<file path="src/rtl/rr_split_arbiter.sv">
// rr_split_arbiter: two-master round-robin bus arbiter with split parking, grant timeout and slave notify
module rr_split_arbiter #(
  parameter int NUM_SLAVES    = 3,
  parameter int GRANT_TIMEOUT = 8
) (
  input  logic                    clk,
  input  logic                    reset,
  input  logic [1:0]              req_from_master,
  input  logic [1:0]              bus_utilization,
  input  logic [2*NUM_SLAVES-1:0] split_req_from_slave,
  output logic [1:0]              grant_to_master,
  output logic [2*NUM_SLAVES-1:0] notify_granted_master_to_slave,
  output logic                    busy
);
  localparam int CW = $clog2(GRANT_TIMEOUT + 1);
  typedef enum logic [1:0] {IDLE, GRANTED, BUSY, RELEASE} state_t;
  state_t state, state_nx;
  logic owner, owner_nx, last, last_nx, hold_nx;
  logic [CW-1:0] cnt, cnt_nx;
  logic [1:0] blocked, eligible, grant_nx;
  always_comb begin
    blocked = '0;
    for (int s = 0; s < NUM_SLAVES; s++) blocked = blocked | split_req_from_slave[2*s +: 2];
    eligible = req_from_master & ~blocked;
  end
  // owner/last hold the bus-bit index of a master: 1 = master1, 0 = master2
  always_comb begin
    state_nx = state;
    owner_nx = owner;
    last_nx  = last;
    cnt_nx   = &cnt ? cnt : cnt + 1'b1;
    case (state)
      IDLE: if (|eligible) begin
        state_nx = GRANTED;
        owner_nx = &eligible ? ~last : eligible[1];
        cnt_nx   = '0;
      end
      GRANTED: state_nx = bus_utilization[owner] ? BUSY :
                          (!req_from_master[owner] || blocked[owner] ||
                           cnt == CW'(GRANT_TIMEOUT - 1)) ? RELEASE : GRANTED;
      BUSY: state_nx = bus_utilization[owner] ? BUSY : RELEASE;
      RELEASE: begin
        state_nx = IDLE;
        last_nx  = owner;
      end
    endcase
    hold_nx  = state_nx == GRANTED || state_nx == BUSY;
    grant_nx = hold_nx ? (owner_nx ? 2'b10 : 2'b01) : 2'b00;
  end
  always_ff @(posedge clk or posedge reset) begin
    if (reset) begin
      state                          <= IDLE;
      owner                          <= 1'b0;
      last                           <= 1'b0;
      cnt                            <= '0;
      grant_to_master                <= '0;
      notify_granted_master_to_slave <= '0;
      busy                           <= 1'b0;
    end else begin
      state                          <= state_nx;
      owner                          <= owner_nx;
      last                           <= last_nx;
      cnt                            <= cnt_nx;
      grant_to_master                <= grant_nx;
      notify_granted_master_to_slave <= {NUM_SLAVES{grant_nx}};
      busy                           <= hold_nx;
    end
  end
endmodule

</file>
<file path="config.mk">
export PLATFORM = sky130hd
export DESIGN_NAME = rr_split_arbiter
export DESIGN_NICKNAME = d
export VERILOG_FILES = /design/src/rtl/rr_split_arbiter.sv
export SDC_FILE = /design/constraint.sdc
export NUM_CORES = 1
export LEC_CHECK = 0
export BUFFER_PORTS_ARGS = -buffer_cell sky130_fd_sc_hd__buf_4
export CORE_MARGIN = 2
export CORE_UTILIZATION = 35
export CTS_CLUSTER_DIAMETER = 60
export CTS_CLUSTER_SIZE = 24
export DETAILED_ROUTE_END_ITERATION = 8
export PLACE_DENSITY = 0.59
export SYNTH_ARGS = -nofsm -noshare
export SYNTH_HDL_FRONTEND = slang
export SYNTH_SLANG_ARGS = --single-unit
</file>
<file path="constraint.sdc">
create_clock -name clk -period 3 [get_ports clk]
set_clock_uncertainty 0.05 [all_clocks]
set_input_delay 0.6 -clock clk [delete_from_list [all_inputs] [get_ports clk]]
set_output_delay 0.6 -clock clk [all_outputs]
set_load 0.02 [all_outputs]
</file>
==> reports/summary.log <==
qor: global_route.global_routing_met2_resource_utilization 0.194
qor: timing.hold_viol 0
qor: route.ant_nets 0
qor: floorplanning.floorplan.die_area 2080 um^2
qor: finish.num_antenna_cells 0
qor: floorplanning.placement_rows 15
qor: timing.totalNegativeSetupSlack 0 ps
qor: clocking.postCtsHoldBufs 0
qor: finish.final_util 0.453
qor: setup_path.setup.worst_path.end_class register
qor: yosys.cell_count_after_synthesis 53
qor: setup_path.kind_of_launch_point_of_the_worst_setup_path input pin
qor: setup_path.crit_slowest_cell o311a_4
qor: power_and_ir_drop.p_leak 0.366 nW
qor: route.detail_route.iter0.violations 10
qor: route.wl 1120 um
qor: run_status.run_status complete, no violations
qor: placed_design.detailedPlace.worstSlack 1080 ps
qor: timing.slew_headroom 0.720
qor: route.detail_route.first_pass.iterations 4
qor: timing.final_period_minus_worst_setup_slack 1640 ps
qor: clocking.cts_root_buf clkbuf_4
qor: job.drv.max_cap_violation_count 0
qor: global_route.track_usage 0.125
qor: setup_path.timing.critical_path.fanout_max 4
qor: clocking.tritoncts yes
qor: timing.grt_setup_unrepaired no
qor: timing.final_period_util 0.546
qor: global_route.met1_usage 0.139
qor: setup_path.critPathTopFamily simple AND/OR/NAND/NOR gates
qor: global_route.first_global_vias 408
qor: finish.final_net_count 85
qor: setup_path.timing.reg2reg.setup_slack 1550 ps
qor: yosys.syn_avg_cell_area 11.4 um^2
qor: route.post_dr_wirelength_cell 12.7 um
qor: route.detail_route.vias_per_cell 5.14
qor: setup_path.worst_ep_required_time 3150 ps
qor: floorplanning.core-area 1670 um^2
qor: setup_path.regToRegStartpoint cnt[0]
qor: yosys.synthesis.nets 66
qor: yosys.synth-seq-area-share 0.455
qor: floorplanning.die_w 45.6 um
qor: min_path.min_delay_worst_type in -> async
qor: timing.slew_violations 0
qor: setup_path.setup.worst_path.class in -> reg
qor: floorplanning.floorplan.initialDensity 0.362
qor: placed_design.place_area 731 um^2
qor: clocking.numCtsBuffers 3
qor: route.via_count 452
qor: placed_design.hpwl 840 um
qor: clocking.postCtsSetupBuffers 0
qor: placed_design.placer_congestion 0.676
qor: setup_path.rr_worst_depth 5
qor: setup_path.worst_ep_arrival_time 1790 ps
qor: finish.fin_area 757 um^2
qor: clocking.clock_sink_count 11
qor: global_route.met3_usage 0.0714
qor: global_route.grt_first_pass_wirelength 1760 um
qor: clocking.cts_max_level 1
qor: clocking.cts_max_path_buffers 2
qor: route.drc 0
qor: yosys.syn-cell-area 604 um^2
qor: setup_path.crit_path_max_incr_delay 390 ps
qor: clocking.path_clk_slew 70 ps
qor: timing.max_freq 611 MHz
qor: finish.combined_area_of_the_multi_input_logic_cells 277 um^2
qor: finish.n_fill_cell 170
qor: timing.setup_violations 0
qor: setup_path.endpoint_of_the_worst_register_to_register_path notify_granted_master_to_slave[3]
qor: finish.area_growth_syn_to_layout 25.3%
qor: clocking.worstSkewPairLatency 270 ps
qor: global_route.global_route.overflow_total 0
qor: yosys.ffs_latches_synth 11
qor: yosys.synth.yosys.warnings 0
qor: power_and_ir_drop.vdd.ir_drop.worst 0.431 mV
qor: floorplanning.die_height 45.6 um
qor: finish.drive_gt1_frac 0.408
qor: setup_path.worstPathBufferInverterCount 1
qor: clocking.cts.repair.resized 0
qor: placed_design.port_buffers 20
qor: floorplanning.top_level_ports 21
qor: finish.register_area 275 um^2
qor: yosys.yosys.cell_types.count 22
qor: setup_path.crit_chain buf_4 > nor4b_4 > mux2i_1 > o311a_4 > nor3b_2
qor: timing.worst_slew_pin_slew 420 ps
qor: global_route.grt_antenna_before_repair 0
qor: global_route.grt_max_degree 12
qor: timing.postLayoutSetupSlackWorst 1360 ps
qor: power_and_ir_drop.total_power_density_per_cell_area 1010 nW/um^2
qor: global_route.globalRoute.busiestLayer met2
[flip-flops by register name (all words and copies together), names as in the netlist]
name and count:
busy 1, last 1, state 2, owner 1, cnt 4, notify_granted_master_to_slave 2
[per-layer routing]
layer / vias up / wire (um)
li1: 218 / -
met1: 210 / 464
met2: 20 / 503
met3: 4 / 128
met4: 0 / 23
met5: - / 0
[cell families (layout without fill, tap and decap cells)]
kind of cell / count (synthesis) / count (layout) / synth area share
simple gates: 19 / 19 / 0.215
flops: 11 / 11 / 0.455
compound gates: 8 / 8 / 0.124
buf+inv: 8 / 26 / 0.0870
mux: 4 / 4 / 0.0683
xor+xnor: 2 / 2 / 0.0290
fa+ha+maj: 1 / 1 / 0.0207
[per-stage QoR]
step / total power, mW / hold slack, ps / cells
global route: 0.834 / 303 / 88
CTS: 0.778 / 284 / 88
global placement: 0.664 / 450 / 84
detailed placement: 0.673 / 449 / 84
finish: 0.766 / 265 / 88
floorplan: 0.584 / 402 / 53
[worst reg2reg max path, delay by kind of cell (launching register included)]
kind | cells | cell delay [ps]
flops | 1 | 420
compound gates | 1 | 330
simple gates | 3 | 340
fa+ha+maj | 1 | 260
[synthesized netlist by cell type]
master    number  area [um^2]
a211oi_1       1         7.51
a21o_1         1         7.51
a31oi_1        1         6.26
a32o_1         1         10.0
buf_4          6         45.0
dfrtp_1       11          275
ha_1           1         12.5
inv_1          2         7.51
mux2_2         1         11.3
mux2i_1        3         30.0
nand2_1        4         15.0
nand3_1        2         10.0
nor2_1         8         30.0
nor3_1         1         5.00
nor3_2         1         10.0
nor3b_2        1         12.5
nor4b_4        2         47.6
o211ai_1       1         7.51
o21a_1         2         15.0
o311a_4        1         21.3
xnor2_1        1         8.76
xor2_1         1         8.76
[worst max-delay path by stage]
stage,cells past startpoint,endpoint,start,slack [ps]
6_report,5,notify_granted_master_to_slave[3],split_req_from_slave[2],1360
5_1_grt,5,notify_granted_master_to_slave[3],split_req_from_slave[2],1330
4_1_cts,5,notify_granted_master_to_slave[3],split_req_from_slave[2],1370
3_5_place_dp,5,notify_granted_master_to_slave[3],split_req_from_slave[2],1080
3_3_place_gp,5,notify_granted_master_to_slave[3],split_req_from_slave[2],1110
2_1_floorplan,4,notify_granted_master_to_slave[3],split_req_from_slave[2],1290
[area by class of cell]
class | count | share of cell area
Multi-Input combinational cell | 34 | 0.365
Tap cell | 17 | 0.0281
Inverter | 2 | 0.00992
Timing Repair Buffer | 20 | 0.198
Clock buffer | 4 | 0.0347
Sequential cell | 11 | 0.364
[report_power, final]
part	total [mW]	leakage, nW	switching (mW)	internal, mW
registers	0.291	0.133	0.0696	0.222
logic	0.374	0.218	0.194	0.180
clock network	0.101	0.0150	0.0498	0.0515
[cells in the final DEF (no fill, tap or decap), drive strengths merged]
master,n
a211oi,1
a21o,1
a31oi,1
a32o,1
buf,20
clkbuf,4
dfrtp,11
ha,1
inv,2
mux2,1
mux2i,3
nand2,4
nand3,2
nor2,8
nor3,2
nor3b,1
nor4b,2
o211ai,1
o21a,2
o311a,1
xnor2,1
xor2,1
Power figures use the tool's default switching activity.
